### config.mk
export PLATFORM = sky130hd
export DESIGN_NAME = gpio_shift_out
export DESIGN_NICKNAME = d
export VERILOG_FILES = /design/src/rtl/gpio_shift_out.sv
export SDC_FILE = /design/constraint.sdc
export NUM_CORES = 1
export LEC_CHECK = 0
export BUFFER_PORTS_ARGS = -buffer_cell sky130_fd_sc_hd__buf_2
export CORE_AREA = 5 5 65 67
export CTS_CLUSTER_DIAMETER = 30
export CTS_CLUSTER_SIZE = 40
export DETAILED_ROUTE_END_ITERATION = 6
export DIE_AREA = 0 0 70 72
export PLACE_DENSITY = 0.55
export SYNTH_ARGS = -nofsm -noshare
export SYNTH_HDL_FRONTEND = slang
export SYNTH_SLANG_ARGS = --single-unit
### constraint.sdc
create_clock -name clk -period 2.4 [get_ports clk]
set_clock_uncertainty 0.15 [all_clocks]
set_input_delay 0.36 -clock clk [delete_from_list [all_inputs] [get_ports clk]]
set_output_delay 0.36 -clock clk [all_outputs]
set_load 0.05 [all_outputs]
### src/rtl/gpio_shift_out.sv
// Serialises GPIO output bytes onto a 74HC595-style shift-clock / data / latch chain.
// A one-deep pending buffer absorbs writes that arrive while a transfer is running.
module gpio_shift_out #(
   parameter int unsigned DATA_WIDTH = 8,
   parameter int unsigned CLK_DIV    = 4,
   parameter bit          MSB_FIRST  = 1'b1
) (
   input  logic                  clk,
   input  logic                  rst,
   input  logic [DATA_WIDTH-1:0] data_in,
   input  logic                  data_valid,
   output logic                  sr_clk,
   output logic                  sr_data,
   output logic                  sr_latch,
   output logic                  busy,
   output logic                  overrun
);

   localparam int unsigned DIV_W = (CLK_DIV > 1) ? $clog2(CLK_DIV) : 1;
   localparam int unsigned BIT_W = (DATA_WIDTH > 1) ? $clog2(DATA_WIDTH) : 1;
   localparam logic [DIV_W-1:0] DIV_LAST = DIV_W'(CLK_DIV - 1);
   localparam logic [BIT_W-1:0] BIT_LAST = BIT_W'(DATA_WIDTH - 1);

   typedef enum logic [1:0] {IDLE, LOW, HIGH, LATCH} state_t;

   state_t                state_q, state_d;
   logic [DATA_WIDTH-1:0] shift_q, shift_d;
   logic [DATA_WIDTH-1:0] pend_q, pend_d;
   logic                  pend_valid_q, pend_valid_d;
   logic [DIV_W-1:0]      div_cnt_q, div_cnt_d;
   logic [BIT_W-1:0]      bit_cnt_q, bit_cnt_d;
   logic                  sr_clk_q, sr_clk_d;
   logic                  sr_data_q, sr_data_d;
   logic                  sr_latch_q, sr_latch_d;
   logic                  busy_q, busy_d;
   logic                  overrun_q, overrun_d;

   logic [DATA_WIDTH-1:0] shifted;
   logic [DATA_WIDTH-1:0] load_val;
   logic                  div_done;

   function automatic logic first_bit(input logic [DATA_WIDTH-1:0] v);
      return MSB_FIRST ? v[DATA_WIDTH-1] : v[0];
   endfunction

   assign shifted  = MSB_FIRST ? (shift_q << 1) : (shift_q >> 1);
   assign load_val = pend_valid_q ? pend_q : data_in;
   assign div_done = (div_cnt_q == DIV_LAST);

   // Next-state and next-output logic
   always_comb begin
      state_d      = state_q;
      shift_d      = shift_q;
      pend_d       = pend_q;
      pend_valid_d = pend_valid_q;
      div_cnt_d    = div_cnt_q + DIV_W'(1);
      bit_cnt_d    = bit_cnt_q;
      sr_clk_d     = sr_clk_q;
      sr_data_d    = sr_data_q;
      sr_latch_d   = sr_latch_q;
      overrun_d    = 1'b0;

      case (state_q)
         IDLE: begin
            div_cnt_d = '0;
            if (pend_valid_q || data_valid) begin
               shift_d   = load_val;
               bit_cnt_d = '0;
               sr_data_d = first_bit(load_val);
               sr_clk_d  = 1'b0;
               state_d   = LOW;
            end
            // Pending value goes out now; a same-cycle write refills the buffer
            if (pend_valid_q) begin
               pend_valid_d = data_valid;
               if (data_valid) begin
                  pend_d = data_in;
               end
            end
         end
         LOW: begin
            if (div_done) begin
               div_cnt_d = '0;
               sr_clk_d  = 1'b1;
               state_d   = HIGH;
            end
         end
         HIGH: begin
            if (div_done) begin
               div_cnt_d = '0;
               sr_clk_d  = 1'b0;
               if (bit_cnt_q == BIT_LAST) begin
                  sr_latch_d = 1'b1;
                  sr_data_d  = 1'b0;
                  state_d    = LATCH;
               end else begin
                  shift_d   = shifted;
                  bit_cnt_d = bit_cnt_q + BIT_W'(1);
                  sr_data_d = first_bit(shifted);
                  state_d   = LOW;
               end
            end
         end
         LATCH: begin
            if (div_done) begin
               div_cnt_d  = '0;
               sr_latch_d = 1'b0;
               state_d    = IDLE;
            end
         end
         default: begin
            div_cnt_d = '0;
            state_d   = IDLE;
         end
      endcase

      if ((state_q != IDLE) && data_valid) begin
         pend_d       = data_in;
         pend_valid_d = 1'b1;
         overrun_d    = pend_valid_q;
      end

      busy_d = (state_d != IDLE) | pend_valid_d;
   end

   always_ff @(posedge clk or posedge rst) begin
      if (rst) begin
         state_q      <= IDLE;
         shift_q      <= '0;
         pend_q       <= '0;
         pend_valid_q <= 1'b0;
         div_cnt_q    <= '0;
         bit_cnt_q    <= '0;
         sr_clk_q     <= 1'b0;
         sr_data_q    <= 1'b0;
         sr_latch_q   <= 1'b0;
         busy_q       <= 1'b0;
         overrun_q    <= 1'b0;
      end else begin
         state_q      <= state_d;
         shift_q      <= shift_d;
         pend_q       <= pend_d;
         pend_valid_q <= pend_valid_d;
         div_cnt_q    <= div_cnt_d;
         bit_cnt_q    <= bit_cnt_d;
         sr_clk_q     <= sr_clk_d;
         sr_data_q    <= sr_data_d;
         sr_latch_q   <= sr_latch_d;
         busy_q       <= busy_d;
         overrun_q    <= overrun_d;
      end
   end

   assign sr_clk   = sr_clk_q;
   assign sr_data  = sr_data_q;
   assign sr_latch = sr_latch_q;
   assign busy     = busy_q;
   assign overrun  = overrun_q;

endmodule

* Yosys cells after proc, flatten, opt, wreduce, memory -nomap -nowiden
Index checks and enable logic that the tools add are counted.
** Storage, ports and cells
- Output and inout bits :: 5
- Bits in registers :: 28
** Cells by class
- Add/sub/neg operators :: 2
- Bitwise operators :: 1
- Reductions and logical operators :: 17
- Equal/unequal tests :: 11
- Multiplexer cells :: 36
** Operators with widths (count)
- $mux 8 :: 5
- $mux 7 :: 3
- $pmux 7 s2 :: 1
- $reduce_bool 2->1 :: 7
- $mux 1 :: 12
- $mux 2 :: 6
- $ne 2x2->1 const B :: 6
- $reduce_and 4->1 :: 3
- $mux 3 :: 3
- $pmux 2 s4 :: 1
- $eq 2x2->1 const B :: 3
- $pmux 3 s2 :: 1
- $reduce_and 3->1 :: 2
- $pmux 1 s2 :: 2
- $pmux 2 s2 :: 1
- $add 3x1->3 const B :: 1
- $eq 3x3->1 const B :: 1
- $pmux 1 s3 :: 1
- $reduce_bool 3->1 :: 1
- $reduce_or 3->1 :: 1
- $add 2x1->2 const B :: 1
- $eq 2x1->1 const B :: 1
- $logic_not 2->1 :: 1
- $logic_and 1x1->1 :: 1
- 2 further kinds :: 2

* Longest topological paths before layout
- Depth in word-level cells :: 6
- Gate-level depth with buffers :: 5
- Depth with buffers taken out :: 5

* Worst setup path after synthesis
No wires, ideal clock.
- Path kind :: flip-flop to flip-flop
- Start point :: register bit_cnt_q[0]
- End point :: register bit_cnt_q[0]
- Path slack :: 0.481 ns
- Setup time :: 0.125 ns
- Clock period less this slack :: 1.919 ns
- Stages on the path, launching flop included :: 6
- Arrival time :: 1.644 ns
- Path through :: dfrtp_1 -> ha_1 -> ha_1 -> nand3b_1 -> a21oi_4 -> mux2_2
** On the way
- Longest elaborated chain between the ends :: 4
- Elaborated cells on any way between the ends :: 7
** RTL lines
- from (decl) :: RTL line 31 : logic [BIT_W-1:0] bit_cnt_q, bit_cnt_d;
- from (signal assigned) :: RTL line 145 : bit_cnt_q <= bit_cnt_d;
- $add 3x1->3 :: RTL line 98 : bit_cnt_d = bit_cnt_q + BIT_W'(1);
- $mux 3 :: RTL line 92 : if (bit_cnt_q == BIT_LAST) begin
- $mux 3 :: RTL line 89 : if (div_done) begin
- $pmux 3 s2 :: RTL line 63 : case (state_q)
Parallel ways exist; a longest one is shown, timed or not. The select of a mux whose other input is x is not followed.
A chain may end at the register's enable or synchronous reset.

* Final worst setup path
Ends and elaborated chain as after synthesis.

==> qor.csv <==
metric,value,unit
cp_slowest_cell,dfrtp_1,
cts_max_level,1,
dr.pass1.iters,2,
period_minus_slack,2.05,ns
port_buffers,15,
fin_tns_setup,0,ns
start_kind,flop,
drt.antenna.violating_nets,0,
avgRoutedWirePerCell,12.4,um
synth_fp_nets,124,
power_leakage,0.710,nW
core.rowCount,22,
worst-path-max-fanout,10,
grt_pass1_wl,4070,um
n_antenna_cell,0,
max_stage_delay,0.42,ns
insertion_delay,0.32,ns
rr_startpoint,bit_cnt_q[0]$_DFFE_PP0P_,
endpoint,bit_cnt_q[0]$_DFFE_PP0P_,
rsz0062_at_grt,false,
place_congestion,0.741,
cp_num_cells,5,
route.detailed.drc,0,
drtIter0Drc,22,
crit_top_cell,ha_1,
via_per_inst,4.72,
grt-ovfl-total,0,
grt_max_degree,29,
final_core_util,0.425,
synth_cell_type_count,28,
layout-drive-gt1-share,0.347,
synth_area,1380,um2
path_buf_inv,0,
tightest_slew,0.637,ns
hold_violations,0,
r2r-end,bit_cnt_q[0]$_DFFE_PP0P_,
vias,812,
dieWidth,70,um
drv_slew,0,
yosysSeqAreaShare,0.508,
period_share,0.856,
path_class,flop to flop,
io_pins,16,
cp.required,2.46,ns
grt_usage,0.101,
powerDensity,1090,nW/um2
synth_flop_cell,dfrtp_1,
arrival,2.12,ns
status,completed,
antenna_found_initial,0,
rrSetupSlack,0.35,ns
core,3580,um2
clk_pin_slew,0.14,ns
slew_headroom,0.576,
start_util,0.386,
clock_path_buffers,2,
setup_violations,0,
ir_worst_vdd,439,uV
synth-edff-count,0,
ys_async_sr_fraction,1.00,
ys_ff_latch,28,
dieArea,5040,um2
yosysWarnings,0,
syn2layout_area_growth,10.2,%
final_nets,140,
grt_pass1_vias,862,
syn_inst,110,
rr_worst_depth,5,
hold_class,primary input to flop,
cts.sinks,28,
numCtsBuffers,3,
avgSynthCellArea,12.5,um2
hpwl,1540,um
die_y,72,um
timing.critical_path.from,bit_cnt_q[0]$_DFFE_PP0P_,
cts_root_buf,clkbuf_4,
cts_tree,done,
cp_cell_sequence,ha_1 -> ha_1 -> nand3b_1 -> a21oi_4 -> mux2_2,
endpoint_kind,flop,
maxCapViolations,0,
clock.fmax,487,MHz
postRouteWirelength,2130,um
cp_top_family,flip-flops,
cell usage after synthesis, types with 2 or more instances:
cell type | n | area share
a31oi_1 | 2 | 0.0091
and2b_1 | 2 | 0.011
buf_2 | 4 | 0.015
buf_4 | 2 | 0.011
dfrtp_1 | 28 | 0.51
ha_1 | 3 | 0.027
inv_1 | 7 | 0.019
mux2_2 | 21 | 0.17
mux2i_1 | 12 | 0.087
nand2_1 | 4 | 0.011
nor2_1 | 2 | 0.0054
nor2b_1 | 2 | 0.0091
nor3_1 | 2 | 0.0073
o21ai_0 | 5 | 0.018
metrics by stage:
| stage | power [mW] | cells | setup WS [ns] | cell area [um2] | hold slack [ns] |
|---|---|---|---|---|---|
| finish | 1.66 | 172 | 0.347 | 1520 | 0.127 |
| global route | 1.82 | 172 | 0.245 | 1520 | 0.102 |
| floorplan | 1.39 | 110 | 0.481 | 1380 | 0.264 |
| global placement | 1.48 | 168 | 0.399 | 1490 | 0.274 |
| CTS | 1.70 | 172 | 0.324 | 1520 | 0.113 |
| detailed placement | 1.50 | 168 | 0.343 | 1490 | 0.284 |
metal layers:
layer	wire [um]	GRT usage	vias to the layer above	part of all wire
met2	1010	0.172	14	0.48
met3	97	0.0360	2	0.046
met4	17	0.0255	0	0.0080
met5	0	0	-	0
li1	-	-	410	-
met1	1000	0.124	386	0.47
cells by family after synthesis:
kind of cell    Yosys count  share of synthesized area
fa+ha+maj                 4                     0.0345
flops                    28                      0.508
simple gates             20                     0.0843
compound gates           12                     0.0707
buf+inv                  13                     0.0444
mux                      33                      0.258
cell usage in the layout, fill, tap and decap left out, drive strengths merged, types with 2 or more instances in the layout:
master / netlist / final
nand2: 4 / 4
mux2: 21 / 21
inv: 7 / 7
and2b: 2 / 2
dfrtp: 28 / 28
nor2b: 2 / 2
mux2i: 12 / 12
clkbuf: 0 / 3
o21ai: 6 / 6
buf: 6 / 16
a31oi: 2 / 2
nor2: 2 / 2
nor3: 2 / 2
ha: 3 / 3
power by group:
| group | internal [mW] | total (mW) | switching [mW] | leakage (nW) |
|---|---|---|---|---|
| registers | 0.638 | 0.794 | 0.156 | 0.335 |
| logic | 0.347 | 0.684 | 0.336 | 0.362 |
| clock network | 0.0587 | 0.186 | 0.127 | 0.0138 |
state kept, by name (all words and copies together) (netlist names):
register,flops
busy,1
pend_q,8
bit_cnt_q,3
sr_clk,1
sr_data,1
sr_latch,1
overrun,1
state_q,2
div_cnt_q,2
pend_valid_q,1
shift_q,7
worst min-delay path by stage:
stage | start | endpoint | slack, ns | cells past startpoint
after floorplan | div_cnt_q[0]$_DFF_PP0_ | div_cnt_q[0]$_DFF_PP0_ | 0.26 | 1
after global placement | div_cnt_q[0]$_DFF_PP0_ | div_cnt_q[0]$_DFF_PP0_ | 0.27 | 1
after detailed placement | div_cnt_q[0]$_DFF_PP0_ | div_cnt_q[0]$_DFF_PP0_ | 0.28 | 1
after CTS | data_in[5] | pend_q[5]$_DFFE_PP0P_ | 0.11 | 2
after global routing | data_in[5] | pend_q[5]$_DFFE_PP0P_ | 0.10 | 2
final | data_in[1] | pend_q[1]$_DFFE_PP0P_ | 0.13 | 2
layout make-up:
| type | count | area (um2) |
|---|---|---|
| clock buffers | 3 | 22.5 |
| fillers | 352 | 2060 |
| inverters | 7 | 26.3 |
| multi-input cells | 69 | 618 |
| flip-flops and latches | 28 | 701 |
| well taps | 48 | 60.1 |
| repair buffers | 17 | 92.6 |
what timing repair did:
action | CTS | global route
hold buffers | 1 | 0
endpoints found under the setup margin | 0 | 0
endpoints found under the hold margin | 28 | 0
gates resized for setup | 0 | 0
buffers inserted | 0 | 0
No activity file was read; power rests on OpenSTA's default activity.
